==> src/rtl/ula_mdu.sv <==
// ============================================================================
// Module  : ula_mdu
// Brief   : Iterative RV M-extension multiply/divide unit (shift-add multiply,
//           restoring divide, one bit per cycle) with ready/valid handshakes.
//           Define MDU_WORD_OPS_EN to enable the W-variant ops via the word port.
// Revision: 1.0
// ============================================================================
`default_nettype none

module ula_mdu #(
    parameter int N = 16
) (
    input  logic         clock,
    input  logic         reset,
    input  logic [N-1:0] A,
    input  logic [N-1:0] B,
    input  logic [2:0]   seletor,
    input  logic         word,
    input  logic         flush,
    input  logic         in_valid,
    output logic         in_ready,
    output logic         out_valid,
    input  logic         out_ready,
    output logic [N-1:0] Y,
    output logic         div_by_zero,
    output logic         zero
);

    localparam int            c_H      = N / 2;
    localparam int            c_CW     = $clog2(N + 1);
    localparam logic [c_CW-1:0] c_ITER_N = c_CW'(N);
    localparam logic [c_CW-1:0] c_ITER_H = c_CW'(N / 2);

    typedef enum logic [1:0] {
        S_IDLE = 2'd0,
        S_BUSY = 2'd1,
        S_DONE = 2'd2
    } state_t;

    state_t          r_state;
    logic            r_in_ready, r_out_valid, r_dbz, r_zero;
    logic [N-1:0]    r_y;
    logic [2*N-1:0]  r_acc;
    logic [2*N-1:0]  r_mcand;
    logic [N-1:0]    r_opb;
    logic [c_CW-1:0] r_cnt;
    logic [2:0]      r_op;
    logic            r_word, r_qneg, r_rneg, r_fast, r_fast_dbz;
    logic [N-1:0]    r_fast_res;

    logic w_word;
`ifdef MDU_WORD_OPS_EN
    assign w_word = word;
`else
    logic w_unused_word;
    assign w_word        = 1'b0;
    assign w_unused_word = word;
`endif

    // Operand conditioning at the accept edge: extension, signs, magnitudes, fast path.
    logic         w_is_div, w_a_sgn_op, w_b_sgn_op, w_sa, w_sb;
    logic         w_b_zero, w_ovf, w_fast;
    logic [N-1:0] w_a_ext, w_b_ext, w_a_mag, w_b_mag, w_a_res, w_fast_res;

    assign w_is_div   = seletor[2];
    assign w_a_sgn_op = seletor[2] ? ~seletor[0] : (seletor[1:0] != 2'b11);
    assign w_b_sgn_op = seletor[2] ? ~seletor[0] : ~seletor[1];
    assign w_a_ext    = w_word ? {{c_H{w_a_sgn_op & A[c_H-1]}}, A[c_H-1:0]} : A;
    assign w_b_ext    = w_word ? {{c_H{w_b_sgn_op & B[c_H-1]}}, B[c_H-1:0]} : B;
    assign w_sa       = w_a_sgn_op & w_a_ext[N-1];
    assign w_sb       = w_b_sgn_op & w_b_ext[N-1];
    assign w_a_mag    = w_sa ? (~w_a_ext + 1'b1) : w_a_ext;
    assign w_b_mag    = w_sb ? (~w_b_ext + 1'b1) : w_b_ext;
    assign w_b_zero   = (w_b_ext == '0);
    assign w_ovf      = w_is_div & w_a_sgn_op & (w_word
                        ? (A[c_H-1:0] == {1'b1, {(c_H-1){1'b0}}}) && (B[c_H-1:0] == {c_H{1'b1}})
                        : (A == {1'b1, {(N-1){1'b0}}}) && (B == {N{1'b1}}));
    assign w_fast     = w_is_div & (w_b_zero | w_ovf);
    assign w_a_res    = w_word ? {{c_H{A[c_H-1]}}, A[c_H-1:0]} : A;
    assign w_fast_res = w_b_zero ? (seletor[1] ? w_a_res : {N{1'b1}})
                                 : (seletor[1] ? {N{1'b0}} : w_a_res);

    // One restoring-division step on {remainder, dividend/quotient}.
    logic [N:0] w_rem_sh, w_rem_sub;
    logic       w_ge;
    assign w_rem_sh  = {r_acc[2*N-1:N], r_acc[N-1]};
    assign w_rem_sub = w_rem_sh - {1'b0, r_opb};
    assign w_ge      = ~w_rem_sub[N];

    // Sign fix-up and result selection.
    logic [2*N-1:0] w_prod;
    logic [N-1:0]   w_quo, w_rem, w_res_n, w_result;
    assign w_prod   = r_qneg ? (~r_acc + 1'b1) : r_acc;
    assign w_quo    = r_qneg ? (~r_acc[N-1:0] + 1'b1) : r_acc[N-1:0];
    assign w_rem    = r_rneg ? (~r_acc[2*N-1:N] + 1'b1) : r_acc[2*N-1:N];
    assign w_res_n  = r_op[2] ? (r_op[1] ? w_rem : w_quo)
                              : (((r_op[1:0] == 2'b00) || r_word) ? w_prod[N-1:0] : w_prod[2*N-1:N]);
    assign w_result = r_fast ? r_fast_res
                             : (r_word ? {{c_H{w_res_n[c_H-1]}}, w_res_n[c_H-1:0]} : w_res_n);

    always_ff @(posedge clock or posedge reset) begin
        if (reset) begin
            r_state     <= S_IDLE;
            r_in_ready  <= 1'b1;
            r_out_valid <= 1'b0;
            r_y         <= '0;
            r_dbz       <= 1'b0;
            r_zero      <= 1'b1;
            r_cnt       <= '0;
            r_acc       <= '0;
            r_mcand     <= '0;
            r_opb       <= '0;
            r_op        <= '0;
            r_word      <= 1'b0;
            r_qneg      <= 1'b0;
            r_rneg      <= 1'b0;
            r_fast      <= 1'b0;
            r_fast_dbz  <= 1'b0;
            r_fast_res  <= '0;
        end else if (flush) begin
            r_state     <= S_IDLE;
            r_in_ready  <= 1'b1;
            r_out_valid <= 1'b0;
        end else begin
            case (r_state)
                S_IDLE: begin
                    if (in_valid) begin
                        r_state    <= S_BUSY;
                        r_in_ready <= 1'b0;
                        r_op       <= seletor;
                        r_word     <= w_word;
                        r_qneg     <= w_sa ^ w_sb;
                        r_rneg     <= w_sa;
                        r_fast     <= w_fast;
                        r_fast_dbz <= w_is_div & w_b_zero;
                        r_fast_res <= w_fast_res;
                        r_mcand    <= {{N{1'b0}}, w_a_mag};
                        r_opb      <= w_b_mag;
                        r_cnt      <= w_fast ? '0 : (w_word ? c_ITER_H : c_ITER_N);
                        // Dividend sits at the top of the shift register so W ops need only N/2 steps.
                        if (!w_is_div)
                            r_acc <= '0;
                        else if (w_word)
                            r_acc <= {{N{1'b0}}, w_a_mag << c_H};
                        else
                            r_acc <= {{N{1'b0}}, w_a_mag};
                    end
                end
                S_BUSY: begin
                    if (r_cnt != '0) begin
                        r_cnt <= r_cnt - c_CW'(1);
                        if (r_op[2]) begin
                            r_acc <= {(w_ge ? w_rem_sub[N-1:0] : w_rem_sh[N-1:0]), r_acc[N-2:0], w_ge};
                        end else begin
                            if (r_opb[0])
                                r_acc <= r_acc + r_mcand;
                            r_mcand <= r_mcand << 1;
                            r_opb   <= r_opb >> 1;
                        end
                    end else begin
                        r_state     <= S_DONE;
                        r_out_valid <= 1'b1;
                        r_y         <= w_result;
                        r_dbz       <= r_fast_dbz;
                        r_zero      <= (w_result == '0);
                    end
                end
                S_DONE: begin
                    if (out_ready) begin
                        r_state     <= S_IDLE;
                        r_out_valid <= 1'b0;
                        r_in_ready  <= 1'b1;
                    end
                end
                default: begin
                    r_state     <= S_IDLE;
                    r_in_ready  <= 1'b1;
                    r_out_valid <= 1'b0;
                end
            endcase
        end
    end

    assign in_ready    = r_in_ready;
    assign out_valid   = r_out_valid;
    assign Y           = r_y;
    assign div_by_zero = r_dbz;
    assign zero        = r_zero;

endmodule

`default_nettype wire

==> config.mk <==
export PLATFORM = sky130hd
export DESIGN_NAME = ula_mdu
export DESIGN_NICKNAME = d
export VERILOG_FILES = /design/src/rtl/ula_mdu.sv
export SDC_FILE = /design/constraint.sdc
export NUM_CORES = 1
export LEC_CHECK = 0
export BUFFER_PORTS_ARGS = -buffer_cell sky130_fd_sc_hd__buf_2
export CORE_MARGIN = 3
export CORE_UTILIZATION = 56
export CTS_BUF_LIST = sky130_fd_sc_hd__clkbuf_8 sky130_fd_sc_hd__clkbuf_16
export CTS_CLUSTER_DIAMETER = 150
export DETAILED_ROUTE_END_ITERATION = 10
export PLACE_DENSITY = 0.74
export SETUP_SLACK_MARGIN = 0.5
export SYNTH_ARGS = -nofsm -noshare
export SYNTH_HDL_FRONTEND = slang
export SYNTH_SLANG_ARGS = --single-unit
==> constraint.sdc <==
create_clock -name clock -period 4.9 [get_ports clock]
set_input_delay 0 -clock clock [delete_from_list [all_inputs] [get_ports clock]]
set_output_delay 0 -clock clock [all_outputs]
set_load 0.02 [all_outputs]
==> reports/qor.csv, run 1 <==
stage;metric;value;unit
hold_path;Hold Crit Endpoint;r_opb[12]$_DFFE_PP0P_;
logic_synthesis;top post-synthesis cells by count;188 x nand2_1, 179 x o21ai_0, 128 x dfrtp_1;
logic_synthesis;share of the synthesized area in the top cell type;0.305;
detailed_routing;vias;10264;
hold_path;Min-Delay Path Depth;5;
critical_path;Crit. End Element;flop;
sta;final hold vios;0;
logic_synthesis;Mapped Nets;1441;
sta;crit path time final;4.12;ns
logic_synthesis;Ys Warns;0;
logic_synthesis;Async SR Flop Fraction;1.00;
logic_synthesis;average cell area after synthesis;7.82;sq um
grt;total grt overflow;0;
job;MaxCap Viol Count;0;
detailed_routing;drt drc;0;
cells_and_area;layout cells sized above 1;0.103;
sta;slew margin rel.;0.209;
critical_path;CP max FO;10;
logic_synthesis;Synth cell types;70;
sta;Max Freq;243;MHz
logic_synthesis;leading area contributor after synthesis;dfrtp_1;
logic_synthesis;Post-Syn Instances;1344;
clocking;clock sinks;130;
floorplanning;Rows;49;
logic_synthesis;FF+latch count, synth;130;
logic_synthesis;EDFF count, synth;0;
logic_synthesis;Main synth FF type;dfrtp_1;
hold_path;hold_sp;B[12];
floorplanning;Chip Width;143;microns
clocking;CTS max path bufs;2;
power_and_ir_drop;pwr/cell area;529;nW/um^2
detailed_routing;post-route ant nets;0;
floorplanning;initial core utilization;0.577;
clocking;CTS buffer count;17;
sta;Final setup viols;0;
critical_path;CP dominant cell by count;inv_1;
placed_design;number of port buffers;59;
detailed_routing;vias per cell;6.37;
grt;initial antenna violation count;0;
critical_path;type of origin of the critical path;flop;
detailed_routing;drt initial violations;1024;
logic_synthesis;Mapped Area;10500;sq um
clocking;htree depth;4;
logic_synthesis;post-synthesis sequential area ratio;0.310;
cells_and_area;diodes inserted;0;
clocking;post-CTS sizing;0;
detailed_routing;WL/cell;19.8;microns
logic_synthesis;top cells by area, synth;dfrtp_1 30%, o21ai_0 8.5%, nand2_1 6.7%;
grt;vias in the first global route;9388;
sta;worst hold-check slack;0.0360;ns
critical_path;Largest stage delay, worst path;0.63;ns
status;status;finished, final reports clean;
placed_design;GP Congestion;0.938;
sta;period utilization;0.840;
sta;Final WS setup;0.784;ns
floorplanning;die height;143;microns
grt;first-pass GRT wire length;50.9;mm
critical_path;reg2reg end;r_acc[25]$_DFFE_PP0P_;
critical_path;Arrival @ worst endpoint;4.42;ns
floorplanning;DIE AREA;20400;sq um
grt;pin count of the biggest net entering global routing;88;
placed_design;dpl ws;0.836;ns
detailed_routing;final wirelength;32.0;mm
sta;Pins Over Slew Limit;0;
detailed_routing;drt first pass iters;5;
sta;RSZ-0062 raised after global routing;no;
critical_path;Worst Reg2Reg Path Length in Cells;13;
critical_path;Critical Path RT;5.20;ns
critical_path;CP Cell Sequence;inv_1 > ha_1 > inv_1 > fa_1 > a211oi_1 > o21a_1 > o21ai_0 > a31o_2 > a2111o_1 > and3_1 > nor2_1 > mux2i_1 > o211ai_1;
hold_path;Min-Delay Path Class;in -> reg;
clocking;Reg clk slew, reported paths;0.06;ns
critical_path;CP max stage cell;nor2_1;
logic_synthesis;cell with the most instances after synthesis;nand2_1;
clocking;clock tree from TritonCTS;done;
clocking;Root Driver;clkbuf_16;
grt;GRT Total Usage;0.316;
cells_and_area;Nets;1467;
power_and_ir_drop;standby leakage power;5.27;nW
cells_and_area;Fillers;1619;
sta;worst slew pin tran;1.19;ns
cells_and_area;Layout Utilization;0.641;
critical_path;Reg-to-Reg Start;r_acc[15]$_DFFE_PP0P_;
power_and_ir_drop;Design Power;6.17;mW
power_and_ir_drop;Peak supply drop;0.340;mV
cells_and_area;area grow syn2layout;11.2;%
floorplanning;Core Area;18200;sq um
floorplanning;I/O pin count;61;
sta;Worst Skew;0.00938;ns
placed_design;HPWL Detailed;23.6;mm
sta;Final TNS setup;0;ns
critical_path;flop-to-flop setup slack;0.78;ns
clocking;insertion delay of the later-clocked pin in the worst-skew pair;0.43;ns
critical_path;Crit Path Category;reg -> reg;
[cell families (layout without fill, tap and decap cells)]
group	count (synthesis)	count (layout)	share of synthesized area
AO/OA/AOI/OAI	469	469	0.278
multiplexers	27	27	0.0270
adder cells (fa/ha/maj)	56	56	0.0681
buffers and inverters	135	174	0.0500
XOR/XNOR	95	95	0.0792
AND/OR/NAND/NOR	432	432	0.188
flip-flops	130	130	0.310
[cells in the final DEF, fill, tap and decap left out, types with 12 or more instances in the layout]
cell type        n
o21ai_0        179
nor2_1         100
a22o_1          17
buf_2           59
a211oi_1        12
buf_4           14
nand3_1         20
xnor2_1         44
mux2i_1         16
dfrtp_1        128
dlygate4sd3_1   13
or3_1           16
a21o_1          18
nand2_1        188
o31ai_1         16
nor3_1          23
clkbuf_16       17
a21oi_1        113
xor2_1          51
inv_1           53
nand2b_1        12
ha_1            54
[metrics by stage]
stage / instance area, sq um / std cells
5_1_grt: 11700 / 1612
6_report: 11700 / 1612
4_1_cts: 11700 / 1612
2_1_floorplan: 10500 / 1344
3_3_place_gp: 10900 / 1567
3_5_place_dp: 10900 / 1567
[layout make-up]
class                           instances  area (sq um)  area share
Sequential cell                       130          3260       0.279
Tap cell                              229           287      0.0245
Clock buffer                           18           439      0.0376
Timing Repair Buffer                   86           531      0.0454
Multi-Input combinational cell       1079          6750       0.578
Inverter                               56           215      0.0184
Clock inverter                         14           200      0.0171
[critical path: cells and delay by family (launching register included)]
family / cells / cell delay, ns
multiplexers: 1 / 0.29
flip-flops: 1 / 0.49
AND/OR/NAND/NOR: 2 / 0.94
adder cells (fa/ha/maj): 2 / 0.62
AO/OA/AOI/OAI: 6 / 1.45
buffers and inverters: 2 / 0.20
[power breakdown]
| part | internal (mW) | switching (mW) | leakage (nW) |
|---|---|---|---|
| Clock | 0.873 | 0.527 | 0.304 |
| Combinational | 1.20 | 1.86 | 3.26 |
| Sequential | 1.33 | 0.388 | 1.70 |
| Total | 3.40 | 2.77 | 5.27 |
[registers in the layout (all words and copies together), names as in the netlist]
name and count:
Y 16, r_mcand 32, r_fast_dbz 1, r_op 3, div_by_zero 1, in_ready 1
out_valid 1, zero 1, r_fast_res 16, r_rneg 1, r_opb 16, r_state 2
r_acc 32, r_qneg 1, r_fast 1, r_cnt 5
[per-layer routing]
layer / track usage / routed length (microns) / vias up
li1: - / - / 4889
met1: 0.449 / 14000 / 4865
met2: 0.491 / 14500 / 449
met3: 0.0589 / 2600 / 61
met4: 0.100 / 836 / 0
met5: 0 / 0 / -
[how the worst max path moves through the flow]
stage                                     start                     to  slack (ns)  cells after the start
final                     r_acc[15]$_DFFE_PP0P_  r_acc[25]$_DFFE_PP0P_        0.78                     13
after global routing      r_acc[15]$_DFFE_PP0P_  r_acc[16]$_DFFE_PP0P_        0.53                     13
after CTS                 r_acc[15]$_DFFE_PP0P_  r_acc[25]$_DFFE_PP0P_        0.81                     13
after detailed placement  r_acc[15]$_DFFE_PP0P_  r_acc[25]$_DFFE_PP0P_        0.84                     13
after global placement    r_acc[15]$_DFFE_PP0P_  r_acc[25]$_DFFE_PP0P_        0.93                     13
after floorplan           r_acc[15]$_DFFE_PP0P_  r_acc[25]$_DFFE_PP0P_        1.30                     15
[what timing repair did]
item                      in CTS  in global routing
hold buffers                  13                  0
hold endpoints to repair      98                  0
setup buffers                  0                  0
Note: power is estimated with default switching activity, not from simulation.
==> inputs of run 2 (changes only) <==
==> constraint.sdc (replaced) <==
create_clock -name clock -period 3.8 [get_ports clock]
set_input_delay 0 -clock clock [delete_from_list [all_inputs] [get_ports clock]]
set_output_delay 0 -clock clock [all_outputs]
set_load 0.02 [all_outputs]
==> reports/qor.csv, run 2 (synthesis results as in run 1) <==
stage;metric;value;unit;change
status;status;finished, final reports clean;;
sta;crit path time final;3.21;ns;-0.910 ns
critical_path;CP dominant cell by count;o21ai_1;;
clocking;htree depth;4;;unchanged
grt;total grt overflow;0;;unchanged
placed_design;HPWL Detailed;24.1;mm;+2.4%
cells_and_area;commonest non-fill, non-tap cell in the layout;nand2_1;;
placed_design;number of port buffers;59;;unchanged
floorplanning;Core Area;18200;sq um;unchanged
floorplanning;initial core utilization;0.577;;unchanged
detailed_routing;WL/cell;19.8;microns;about the same
placed_design;GP Congestion;0.974;;+3.8%
clocking;Root Driver;clkbuf_16;;
sta;Max Freq;312;MHz;+28%
cells_and_area;most frequent cells in the layout;187 x nand2_1, 171 x o21ai_0, 126 x dfrtp_1, 109 x a21oi_1, 99 x nor2_1;;
cells_and_area;diodes inserted;0;;unchanged
clocking;insertion delay of the later-clocked pin in the worst-skew pair;0.42;ns;about the same
detailed_routing;vias;10492;;+2.2%
detailed_routing;drt first pass iters;5;;unchanged
sta;Final WS setup;0.594;ns;-0.190 ns
grt;initial antenna violation count;0;;unchanged
hold_path;Min-Delay Path Class;in -> reg;;
floorplanning;I/O pin count;61;;unchanged
clocking;clock tree from TritonCTS;done;;
power_and_ir_drop;pwr/cell area;675;nW/um^2;+28%
sta;Pins Over Slew Limit;0;;unchanged
grt;pin count of the biggest net entering global routing;131;;+49%
grt;vias in the first global route;9532;;+1.5%
sta;slew margin rel.;0.196;;-0.0134
sta;worst slew pin tran;1.21;ns;+0.0201 ns
critical_path;CP max stage cell;fa_1;;
cells_and_area;area grow syn2layout;15.4;%;
critical_path;Crit. End Element;flop;;
sta;RSZ-0062 raised after global routing;yes;;
clocking;CTS buffer count;17;;unchanged
floorplanning;die height;143;microns;unchanged
sta;worst hold-check slack;0.0213;ns;-0.0146 ns
clocking;clock sinks;130;;unchanged
placed_design;dpl ws;0.289;ns;-0.547 ns
critical_path;type of origin of the critical path;flop;;
sta;period utilization;0.844;;+0.00359
critical_path;CP Cell Sequence;ha_1 > fa_1 > a211oi_2 > o21ai_1 > nand2_1 > o21ai_1 > a21oi_2 > o21ai_1 > a31oi_1 > mux2_2 > a311o_1;;
critical_path;Crit Path Category;reg -> reg;;
detailed_routing;vias per cell;6.35;;-0.31%
clocking;Reg clk slew, reported paths;0.06;ns;about the same
grt;first-pass GRT wire length;51.8;mm;+1.7%
cells_and_area;Nets;1508;;+2.8%
critical_path;Critical Path RT;4.10;ns;-1.10 ns
detailed_routing;final wirelength;32.8;mm;+2.5%
detailed_routing;drt initial violations;988;;-3.5%
floorplanning;DIE AREA;20400;sq um;unchanged
sta;Worst Skew;0.00828;ns;-0.00110 ns
detailed_routing;post-route ant nets;0;;unchanged
grt;GRT Total Usage;0.322;;+0.00612
sta;Final setup viols;0;;unchanged
critical_path;CP max FO;5;;-5
cells_and_area;layout cells sized above 1;0.154;;+0.0504
power_and_ir_drop;Design Power;8.19;mW;+33%
sta;Final TNS setup;0;ns;unchanged
critical_path;Largest stage delay, worst path;0.45;ns;-0.18 ns
power_and_ir_drop;Peak supply drop;0.419;mV;+23%
sta;final hold vios;0;;unchanged
cells_and_area;biggest registers after layout;r_acc (32), r_mcand (32);;
detailed_routing;drt drc;0;;unchanged
job;MaxCap Viol Count;0;;unchanged
floorplanning;Rows;49;;unchanged
power_and_ir_drop;standby leakage power;5.48;nW;+4.1%
critical_path;Arrival @ worst endpoint;3.51;ns;-0.91 ns
floorplanning;Chip Width;143;microns;unchanged
clocking;CTS max path bufs;2;;unchanged
-- run 2: changes by cell type in the layout (fill, tap and decap cells not counted), sizes merged --
cell,delta
buf,+43
clkinv,+5
bufinv,-3
dlygate4sd3,-2
inv,-2
clkbuf,+1
clkinvlp,-1
-- run 2: stage by stage --
| stage | instance area, sq um | instances | util |
|---|---|---|---|
| floorplan | 10500 | 1344 | - |
| global placement | 11200 | 1598 | 0.614 |
| detailed placement | 11200 | 1598 | 0.614 |
| CTS | 11900 | 1644 | 0.656 |
| global route | 12100 | 1653 | 0.666 |
| finish | 12100 | 1653 | 0.666 |
-- run 2: path summary, 6_finish.rpt --
path | end | cells past startpoint | slack (ns) | from
max in group asynchronous | r_acc[16]$_DFFE_PP0P_ | 4 | 2.87 | reset
max reg2reg | r_acc[24]$_DFFE_PP0P_ | 11 | 0.59 | r_acc[0]$_DFFE_PP0P_
min in group asynchronous | Y[0]$_DFFE_PP0P_ | 4 | 0.29 | reset
max | r_acc[24]$_DFFE_PP0P_ | 11 | 0.59 | r_acc[0]$_DFFE_PP0P_
min reg2reg | Y[2]$_DFFE_PP0P_ | 2 | 0.47 | Y[2]$_DFFE_PP0P_
min | r_op[1]$_DFFE_PP0P_ | 3 | 0.02 | seletor[1]
-- run 2: worst max-delay path: cells and delay by family (launching register included) --
kind	cells	cell delay, ns
AND/OR/NAND/NOR	1	0.14
flip-flops	1	0.44
adder cells (fa/ha/maj)	2	0.72
AO/OA/AOI/OAI	7	1.45
multiplexers	1	0.35
-- run 2: timing repair --
| action | CTS | global route |
|---|---|---|
| buffers inserted | 3 | 9 |
| setup endpoints to repair | 15 | 18 |
| pin swaps | 11 | 14 |
| endpoints found under the hold margin | 138 | 0 |
| hold buffers | 11 | 0 |
| gates resized for setup | 20 | 29 |
-- run 2: cell type report --
cell class	count	area, sq um
multi-input combinational	1079	6930
sequential	130	3260
tap	229	287
clock inverter	13	110
fill	1554	6080
inverter	56	214
timing repair buffer	127	871
clock buffer	19	453
-- run 2: per-layer routing --
layer / wire length, microns / GRT usage / up-vias
met2: 14800 / 0.506 / 438
li1: - / - / 4988
met5: 0 / 0 / -
met4: 799 / 0.0855 / 0
met3: 2750 / 0.0610 / 62
met1: 14400 / 0.458 / 5004
-- run 2: power breakdown --
| group | leakage, nW | switching (mW) | internal (mW) |
|---|---|---|---|
| combinational | 3.50 | 2.71 | 1.82 |
| sequential | 1.70 | 0.362 | 1.72 |
| clock | 0.285 | 0.650 | 0.934 |
| total | 5.48 | 3.72 | 4.47 |
==> inputs of run 3 (changes only) <==
==> constraint.sdc (replaced) <==
create_clock -name clock -period 3.3 [get_ports clock]
set_input_delay 0 -clock clock [delete_from_list [all_inputs] [get_ports clock]]
set_output_delay 0 -clock clock [all_outputs]
set_load 0.02 [all_outputs]
==> reports/qor.csv, run 3 (synthesis results as in run 1) <==
stage;metric;value;unit;change
cells_and_area;Layout Utilization;0.713;;+0.0475
placed_design;GP Congestion;0.999;;+2.6%
clocking;Reg clk slew, reported paths;0.06;ns;about the same
floorplanning;Chip Width;143;microns;unchanged
critical_path;Crit. End Element;flop;;
grt;GRT Total Usage;0.337;;+0.0148
sta;Final setup viols;0;;unchanged
critical_path;crit path launch;r_acc[15]$_DFFE_PP0P_;;
sta;RSZ-0062 raised after global routing;yes;;
sta;crit path time final;3.20;ns;-0.00486 ns
cells_and_area;layout cells sized above 1;0.214;;+0.0602
grt;first-pass GRT wire length;54.3;mm;+4.8%
cells_and_area;commonest non-fill, non-tap cell in the layout;nand2_1;;
critical_path;WP buf/inv;3;;+3
placed_design;Post-Place Cells;1629;;+1.9%
cells_and_area;diodes inserted;0;;unchanged
clocking;insertion delay of the later-clocked pin in the worst-skew pair;0.43;ns;about the same
clocking;clock tree from TritonCTS;done;;
critical_path;Crit Path Category;reg -> reg;;
detailed_routing;drt first pass iters;7;;+2
grt;total grt overflow;0;;unchanged
clocking;clock sinks;130;;unchanged
job;MaxCap Viol Count;0;;unchanged
critical_path;Reg-to-Reg Start;r_acc[15]$_DFFE_PP0P_;;
placed_design;HPWL Detailed;25.2;mm;+4.2%
floorplanning;I/O pin count;61;;unchanged
sta;slew margin rel.;0.208;;+0.0118
placed_design;number of port buffers;59;;unchanged
detailed_routing;WL/cell;20.5;microns;+3.2%
power_and_ir_drop;pwr/cell area;823;nW/um^2;+22%
floorplanning;DIE AREA;20400;sq um;unchanged
cells_and_area;biggest registers after layout;r_acc (32), r_mcand (32);;
sta;Max Freq;312;MHz;+0.15%
grt;pin count of the biggest net entering global routing;79;;-40%
detailed_routing;final wirelength;35.1;mm;+7.1%
detailed_routing;vias per cell;6.42;;+1.2%
critical_path;type of origin of the critical path;flop;;
hold_path;hold_sp;A[14];;
cells_and_area;area grow syn2layout;23.7;%;
critical_path;CP max stage cell;a2111o_1;;
sta;Pins Over Slew Limit;0;;unchanged
floorplanning;Rows;49;;unchanged
floorplanning;die height;143;microns;unchanged
status;status;finished, final reports clean;;
critical_path;Critical Path RT;3.59;ns;-0.51 ns
sta;worst hold-check slack;0.0352;ns;+0.0139 ns
floorplanning;Core Area;18200;sq um;unchanged
power_and_ir_drop;standby leakage power;5.88;nW;+7.2%
sta;worst slew pin tran;1.19;ns;-0.0177 ns
critical_path;Arrival @ worst endpoint;3.49;ns;-0.02 ns
hold_path;Min-Delay Path Class;in -> reg;;
power_and_ir_drop;Peak supply drop;0.520;mV;+24%
clocking;htree depth;4;;unchanged
power_and_ir_drop;Design Power;10.7;mW;+31%
detailed_routing;vias;11017;;+5.0%
grt;initial antenna violation count;0;;unchanged
critical_path;CP max FO;6;;+1
grt;vias in the first global route;10122;;+6.2%
clocking;Root Driver;clkbuf_16;;
sta;Worst Skew;0.00882;ns;+0.000541 ns
detailed_routing;post-route ant nets;0;;unchanged
clocking;CTS buffer count;17;;unchanged
sta;period utilization;0.970;;+0.126
critical_path;critical path's top delay family;compound AO/OA/AOI/OAI gates;;
detailed_routing;drt drc;0;;unchanged
cells_and_area;most frequent cells in the layout;186 x nand2_1, 154 x o21ai_0, 123 x dfrtp_1, 109 x a21oi_1, 100 x buf_4;;
cells_and_area;Nets;1570;;+4.1%
critical_path;Largest stage delay, worst path;0.45;ns;about the same
floorplanning;initial core utilization;0.577;;unchanged
cells_and_area;final cell count without fillers;1715;;+3.8%
clocking;CTS max path bufs;2;;unchanged
critical_path;CP Cell Sequence;inv_4 > ha_4 > inv_2 > fa_2 > a211oi_4 > o21a_1 > o21ai_2 > a31o_2 > a2111o_1 > and3_4 > buf_8 > nor2_4 > mux2i_1 > o211ai_1;;
detailed_routing;drt initial violations;1306;;+32%
sta;final hold vios;0;;unchanged
-- run 3: stage by stage --
stage	worst slack, ns	instance area, sq um	TNS, ns
3_3_place_gp	0.124	11500	0
6_report	0.0993	13000	0
4_1_cts	0.179	12600	0
2_1_floorplan	0.193	10700	0
5_1_grt	-0.00328	13000	-0.00580
3_5_place_dp	0.0257	11500	0
-- run 3: routing by layer --
metal  GRT usage  wire length [microns]  vias up  part of all wire
met5           0                      0        -                 0
met4       0.143                   1560        0             0.045
met3      0.0697                   3370      132             0.096
met2       0.514                  15500      583              0.44
met1       0.467                  14600     5194              0.42
li1            -                      -     5108                 -
-- run 3: cell type report --
type | count | area, sq um
fillers | 1421 | 5220
inverters | 56 | 216
flip-flops and latches | 130 | 3260
multi-input cells | 1080 | 7200
repair buffers | 188 | 1390
well taps | 229 | 287
clock inverters | 13 | 184
clock buffers | 19 | 453
-- run 3: worst paths after layout --
kind / slack, ns / cells after the start / end
max: 0.1 / 14 / r_acc[25]$_DFFE_PP0P_
min: 0.04 / 3 / r_fast_res[14]$_DFFE_PP0P_
max reg2reg: 0.1 / 14 / r_acc[25]$_DFFE_PP0P_
min reg2reg: 0.47 / 2 / Y[5]$_DFFE_PP0P_
max in group asynchronous: 2.12 / 4 / r_acc[12]$_DFFE_PP0P_
min in group asynchronous: 0.17 / 3 / Y[12]$_DFFE_PP0P_
-- run 3: worst reg2reg max path: stages (launching register included) --
cell      delay, ns
dfrtp_1        0.40
inv_4          0.08
ha_4           0.13
inv_2          0.04
fa_2           0.36
a211oi_4       0.24
o21a_1         0.20
o21ai_2        0.08
a31o_2         0.22
a2111o_1       0.45
and3_4         0.20
buf_8          0.13
nor2_4         0.19
mux2i_1        0.25
o211ai_1       0.10
-- run 3: what timing repair did --
item	4_1_cts	5_1_grt
hold buffers	11	0
pin swaps	23	30
endpoints found under the hold margin	33	0
cloned	1	0
setup endpoints to repair	29	33
buffers inserted	25	17
gates resized for setup	43	49
-- run 3: report_power, final --
part           switching, mW  internal, mW
clock network          0.751          1.30
logic                   3.56          2.69
registers              0.403          1.98
